**config.mk**
```make
export PLATFORM = sky130hd
export DESIGN_NAME = uart_tx_arbiter
export DESIGN_NICKNAME = d
export VERILOG_FILES = /design/src/rtl/uart_tx_arbiter.sv
export SDC_FILE = /design/constraint.sdc
export NUM_CORES = 1
export LEC_CHECK = 0
export CORE_MARGIN = 2
export CORE_UTILIZATION = 40
export DETAILED_ROUTE_END_ITERATION = 16
export PLACE_DENSITY = 0.67
export SLEW_MARGIN = 20
export SYNTH_ARGS = -nofsm -noshare
export SYNTH_HDL_FRONTEND = slang
export SYNTH_SLANG_ARGS = --single-unit
export TNS_END_PERCENT = 10
```
**constraint.sdc**
```tcl
create_clock -name clk -period 4 [get_ports clk]
set_input_delay 1 -clock clk [delete_from_list [all_inputs] [get_ports clk]]
set_output_delay 1 -clock clk [all_outputs]
set_load 0.02 [all_outputs]
```
**src/rtl/uart_tx_arbiter.sv**
```systemverilog
`default_nettype none
// ============================================================================
// uart_tx_arbiter : round-robin sharing of one UART transmitter among NUM_REQ
//                   byte requesters, with frame sequencing and a watchdog.
// Revision        : 1.0
// ============================================================================
module uart_tx_arbiter #(
   parameter int  NUM_REQ        = 4,
   parameter int  DATA_W         = 8,
   parameter int  GAP_CYCLES     = 16,
   parameter int  TIMEOUT_CYCLES = 20000,
   localparam int IDX_W          = (NUM_REQ > 1) ? $clog2(NUM_REQ) : 1
) (
   input  logic                      clk,
   input  logic                      rst_n,
   input  logic [NUM_REQ-1:0]        req,
   input  logic [NUM_REQ*DATA_W-1:0] req_data,
   output logic [NUM_REQ-1:0]        gnt,
   output logic [NUM_REQ-1:0]        done,
   output logic [NUM_REQ-1:0]        err,
   output logic                      uart_start,
   output logic [DATA_W-1:0]         uart_txin,
   input  logic                      uart_txdone,
   output logic                      busy,
   output logic [IDX_W-1:0]          owner
);

   localparam int WD_W  = $clog2(TIMEOUT_CYCLES + 1);
   localparam int GAP_W = $clog2(GAP_CYCLES + 1);
   localparam logic [WD_W-1:0]  WD_LAST  = WD_W'(TIMEOUT_CYCLES - 1);
   localparam logic [GAP_W-1:0] GAP_LAST = GAP_W'(GAP_CYCLES - 1);
   localparam logic [IDX_W-1:0] IDX_LAST = IDX_W'(NUM_REQ - 1);

   typedef enum logic [1:0] {
      IDLE  = 2'd0,
      START = 2'd1,
      WAIT  = 2'd2,
      GAP   = 2'd3
   } state_t;

   state_t              state, state_nx;
   logic [IDX_W-1:0]    rr_ptr, rr_ptr_nx;
   logic [IDX_W-1:0]    owner_nx, winner, next_ptr;
   logic [WD_W-1:0]     wd_cnt, wd_cnt_nx;
   logic [GAP_W-1:0]    gap_cnt, gap_cnt_nx;
   logic [NUM_REQ-1:0]  gnt_nx, done_nx, err_nx;
   logic                start_nx, busy_nx;
   logic [DATA_W-1:0]   txin_nx, sel_data;

   // First asserted request at or after the pointer, searching upward with wrap.
   function automatic logic [IDX_W-1:0] rr_pick(input logic [NUM_REQ-1:0] r,
                                                input logic [IDX_W-1:0]   p);
      logic [IDX_W-1:0] pick;
      logic [IDX_W-1:0] cand;
      logic             found;
      pick  = p;
      found = 1'b0;
      for (int k = 0; k < NUM_REQ; k++) begin
         cand = IDX_W'((int'(p) + k) % NUM_REQ);
         if (!found && r[cand]) begin
            pick  = cand;
            found = 1'b1;
         end
      end
      return pick;
   endfunction

   assign winner   = rr_pick(req, rr_ptr);
   assign next_ptr = (owner == IDX_LAST) ? '0 : owner + 1'b1;

   always_comb begin
      sel_data = '0;
      for (int i = 0; i < NUM_REQ; i++) begin
         if (winner == IDX_W'(i)) begin
            sel_data = req_data[i*DATA_W +: DATA_W];
         end
      end
   end

   always_comb begin
      state_nx   = state;
      rr_ptr_nx  = rr_ptr;
      owner_nx   = owner;
      txin_nx    = uart_txin;
      wd_cnt_nx  = wd_cnt;
      gap_cnt_nx = gap_cnt;
      gnt_nx     = '0;
      done_nx    = '0;
      err_nx     = '0;
      start_nx   = 1'b0;

      case (state)
         IDLE: begin
            if (|req) begin
               gnt_nx[winner] = 1'b1;
               txin_nx        = sel_data;
               owner_nx       = winner;
               state_nx       = START;
            end
         end
         START: begin
            start_nx  = 1'b1;
            wd_cnt_nx = '0;
            state_nx  = WAIT;
         end
         WAIT: begin
            // Completion takes priority over a watchdog expiry in the same cycle.
            if (uart_txdone) begin
               done_nx[owner] = 1'b1;
               rr_ptr_nx      = next_ptr;
               gap_cnt_nx     = '0;
               state_nx       = GAP;
            end else if (wd_cnt == WD_LAST) begin
               err_nx[owner] = 1'b1;
               rr_ptr_nx     = next_ptr;
               gap_cnt_nx    = '0;
               state_nx      = GAP;
            end else begin
               wd_cnt_nx = wd_cnt + 1'b1;
            end
         end
         GAP: begin
            if (gap_cnt == GAP_LAST) begin
               state_nx = IDLE;
            end else begin
               gap_cnt_nx = gap_cnt + 1'b1;
            end
         end
         default: state_nx = IDLE;
      endcase

      busy_nx = (state_nx != IDLE);
   end

   always_ff @(posedge clk or negedge rst_n) begin
      if (!rst_n) begin
         state      <= IDLE;
         rr_ptr     <= '0;
         owner      <= '0;
         uart_txin  <= '0;
         wd_cnt     <= '0;
         gap_cnt    <= '0;
         gnt        <= '0;
         done       <= '0;
         err        <= '0;
         uart_start <= 1'b0;
         busy       <= 1'b0;
      end else begin
         state      <= state_nx;
         rr_ptr     <= rr_ptr_nx;
         owner      <= owner_nx;
         uart_txin  <= txin_nx;
         wd_cnt     <= wd_cnt_nx;
         gap_cnt    <= gap_cnt_nx;
         gnt        <= gnt_nx;
         done       <= done_nx;
         err        <= err_nx;
         uart_start <= start_nx;
         busy       <= busy_nx;
      end
   end

endmodule

`default_nettype wire
```
==> run summary <==
P_leak: 1.43 nW
ANT nets after route: 0
footprint of the multi-input gates: 0.00123 mm2
r2r startpoint: rr_ptr[1]$_DFFE_PN0P_
TritonCTS buffer count: 5
max_slew headroom: 51.7%
remaining global-route overflow: 0
MaxCap Viol Count: 0
Horiz. Die Dim: 83.9 um
FILL cells: 580
Setup CP Type: primary input to register
vias post-DR: 2092
CTS sink cnt: 48
Max Fclk: 331 MHz
slowest cell on the critical path: and3_1
Clock Latency Late Sink: 300 ps
GP Congestion: 0.838
Worst Min Path Start: wd_cnt[14]$_DFFE_PN0P_
nets: 355
port bufs: 62
crit path cell chain: clkdlybuf4s50_1 > a21boi_1 > o21bai_1 > buf_4 > and3_1 > mux2_4 > o221a_1
Syn Nets: 294
CP required: 4190 ps
Max Transition Viols Final: 0
Resized Gates After CTS: 0
power per cell area: 515 mW/mm2
Cells after Synth: 248
DRC errors left: 0
mapped cell area: 0.00255 mm2
DPL Wire Length: 4310 um
Post-synth top cells: 48 x dfrtp_1, 20 x nand2_1, 12 x inv_1, 12 x nand3_1, 12 x nor2_1
register area share after synthesis: 47.1%
count leader, synth: dfrtp_1
H-tree depth: 2
total negative setup slack: 0 ps
Critical Path Source Type: primary input
WL per Instance: 14.8 um
fin crit share: 75.5%
number of global-route vias before repair: 2003
layout cells sized above 1: 8.39%
Ports: 63
number of synthesized flops with an enable pin: 0
FFs w/ async S/R, synth: 100%
first-pass GRT wire length: 9560 um
Hold Fails Final Rpt: 0
Yosys reg bits: 48
worst slew pin tran: 724 ps
CTS tree: done
yosys warns: 0
FP Rows: 29
Hold Buf Count CTS: 0
Antenna Cells: 0
Worst setup EP type: register
status: finished clean
ys flop type: dfrtp_1
final WL: 5730 um
Largest stage delay, worst path: 640 ps
P&R area growth vs syn: 30.5%
register area: 0.00120 mm2
fin util: 53.1%
worst vdd ir: 0.000259 V
Die H: 83.9 um
vias per std cell: 5.41
area leader, netlist: dfrtp_1
drt pass-1 iters: 4
root buf cell: clkbuf_8
largest net degree at the start of global routing: 49
critical path data arrival time: 3210 ps
setup bufs post-CTS: 0
RSZ-0062 raised after global routing: no
fin crit period: 3020 ps
Total Routing Usage GR: 16.7%
WHS: 484 ps
top post-synthesis cells by area: dfrtp_1 47%, mux2_4 3.5%, ha_1 3.4%
largest fanout on the critical path: 16
final setup vio count: 0
Synth cell types: 54
clock skew: 10.9 ps
initial core utilization: 40.7%
Critical path origin: req[3]
total power: 0.00172 W
clk slew on worst S/H paths: 90 ps
top-area cell type share of the netlist area: 47.1%
DRT iter0 DRCs: 84
CTS max path bufs: 2
antenna violations before repair: 0
Core Region: 0.00628 mm2
Avg Cell Area, Syn: 10.3 um2
die area: 0.00704 mm2
min-delay worst type: register to register
[power by group]
group | internal [W] | switching, W
clock network | 0.000186 | 0.000159
logic | 0.000318 | 0.000338
registers | 0.000604 | 0.000111
total | 0.00111 | 0.000608
[stage by stage]
stage | setup slack, ps | instance area, um2 | instances
5_1_grt | 865 | 3330 | 387
3_3_place_gp | 735 | 3220 | 379
4_1_cts | 1010 | 3330 | 387
2_1_floorplan | 1810 | 2550 | 248
3_5_place_dp | 684 | 3220 | 379
6_report | 978 | 3330 | 387
[logic make-up after synthesis]
logic type / after synthesis / synth area share [%]
compound gates: 50 / 14.6
xor+xnor: 5 / 1.72
fa+ha+maj: 7 / 3.43
buf+inv: 24 / 4.61
flops: 48 / 47.1
mux: 11 / 5.54
simple gates: 103 / 23.0
[final timing paths]
check	to	slack [ps]	cells past startpoint
setup / recovery	uart_txin[4]$_DFFE_PN0P_	980	7
hold / removal	wd_cnt[14]$_DFFE_PN0P_	480	1
setup reg to reg	uart_txin[4]$_DFFE_PN0P_	1790	6
hold reg to reg	wd_cnt[14]$_DFFE_PN0P_	480	1
max in group asynchronous	gap_cnt[0]$_DFFE_PN0P_	2870	1
min in group asynchronous	wd_cnt[8]$_DFFE_PN0P_	720	1
[metal layers]
layer  vias to the layer above  routed length, um  global-route usage (%)
met1                      1008               2780                    23.6
met2                        36               2750                    26.3
li1                       1041                  -                       -
met5                         -                  0                       0
met4                         0                 83                    5.72
met3                         7                114                    2.27
[critical path: cells and delay by family]
| kind | cells | cell delay [ps] |
|---|---|---|
| and+or+nand+nor | 1 | 640 |
| AOI/OAI and AO/OA | 3 | 450 |
| muxes | 1 | 350 |
| buffers and inverters | 2 | 760 |
[cell type report]
type | instances | area share (%)
Timing Repair Buffer | 66 | 19.5
Sequential cell | 48 | 36.0
Clock buffer | 6 | 2.18
Tap cell | 77 | 2.89
Inverter | 12 | 1.35
Multi-Input combinational cell | 176 | 37.0
Clock inverter | 2 | 1.05
[cells in the final DEF, fill, tap and decap left out, types with 2 or more instances in the layout]
cell type        synthesis  layout
and2_1                   4       4
o21ai_1                  8       8
mux2_4                   6       6
and4bb_1                 2       2
o221a_1                  6       6
mux2i_1                  4       4
nand2_1                 20      20
xnor2_1                  2       2
nor2_1                  12      12
o31ai_1                  2       2
ha_1                     7       7
nor2b_1                  2       2
and2b_1                  2       2
nand2b_1                 3       3
nor4_1                   2       2
o21ai_0                  6       6
a21oi_1                  3       3
o211ai_1                 7       7
nor3_1                   6       6
and3_1                  11      11
clkdlybuf4s50_1          0      61
nand3_1                 12      12
inv_1                   12      12
buf_4                    1       5
dfrtp_1                 48      48
nand3b_1                 2       2
xor2_1                   3       3
clkbuf_8                 0       5
nand4_1                 11      11
o2111ai_1                7       7
or3_1                    4       4
[sequential cells by signal, indices dropped and copies added, names as in the netlist]
register	cells
uart_txin	8
wd_cnt	15
done	4
gnt	4
state	2
busy	1
owner	2
rr_ptr	2
err	4
uart_start	1
gap_cnt	5
Note: power is estimated with default switching activity, not from simulation.
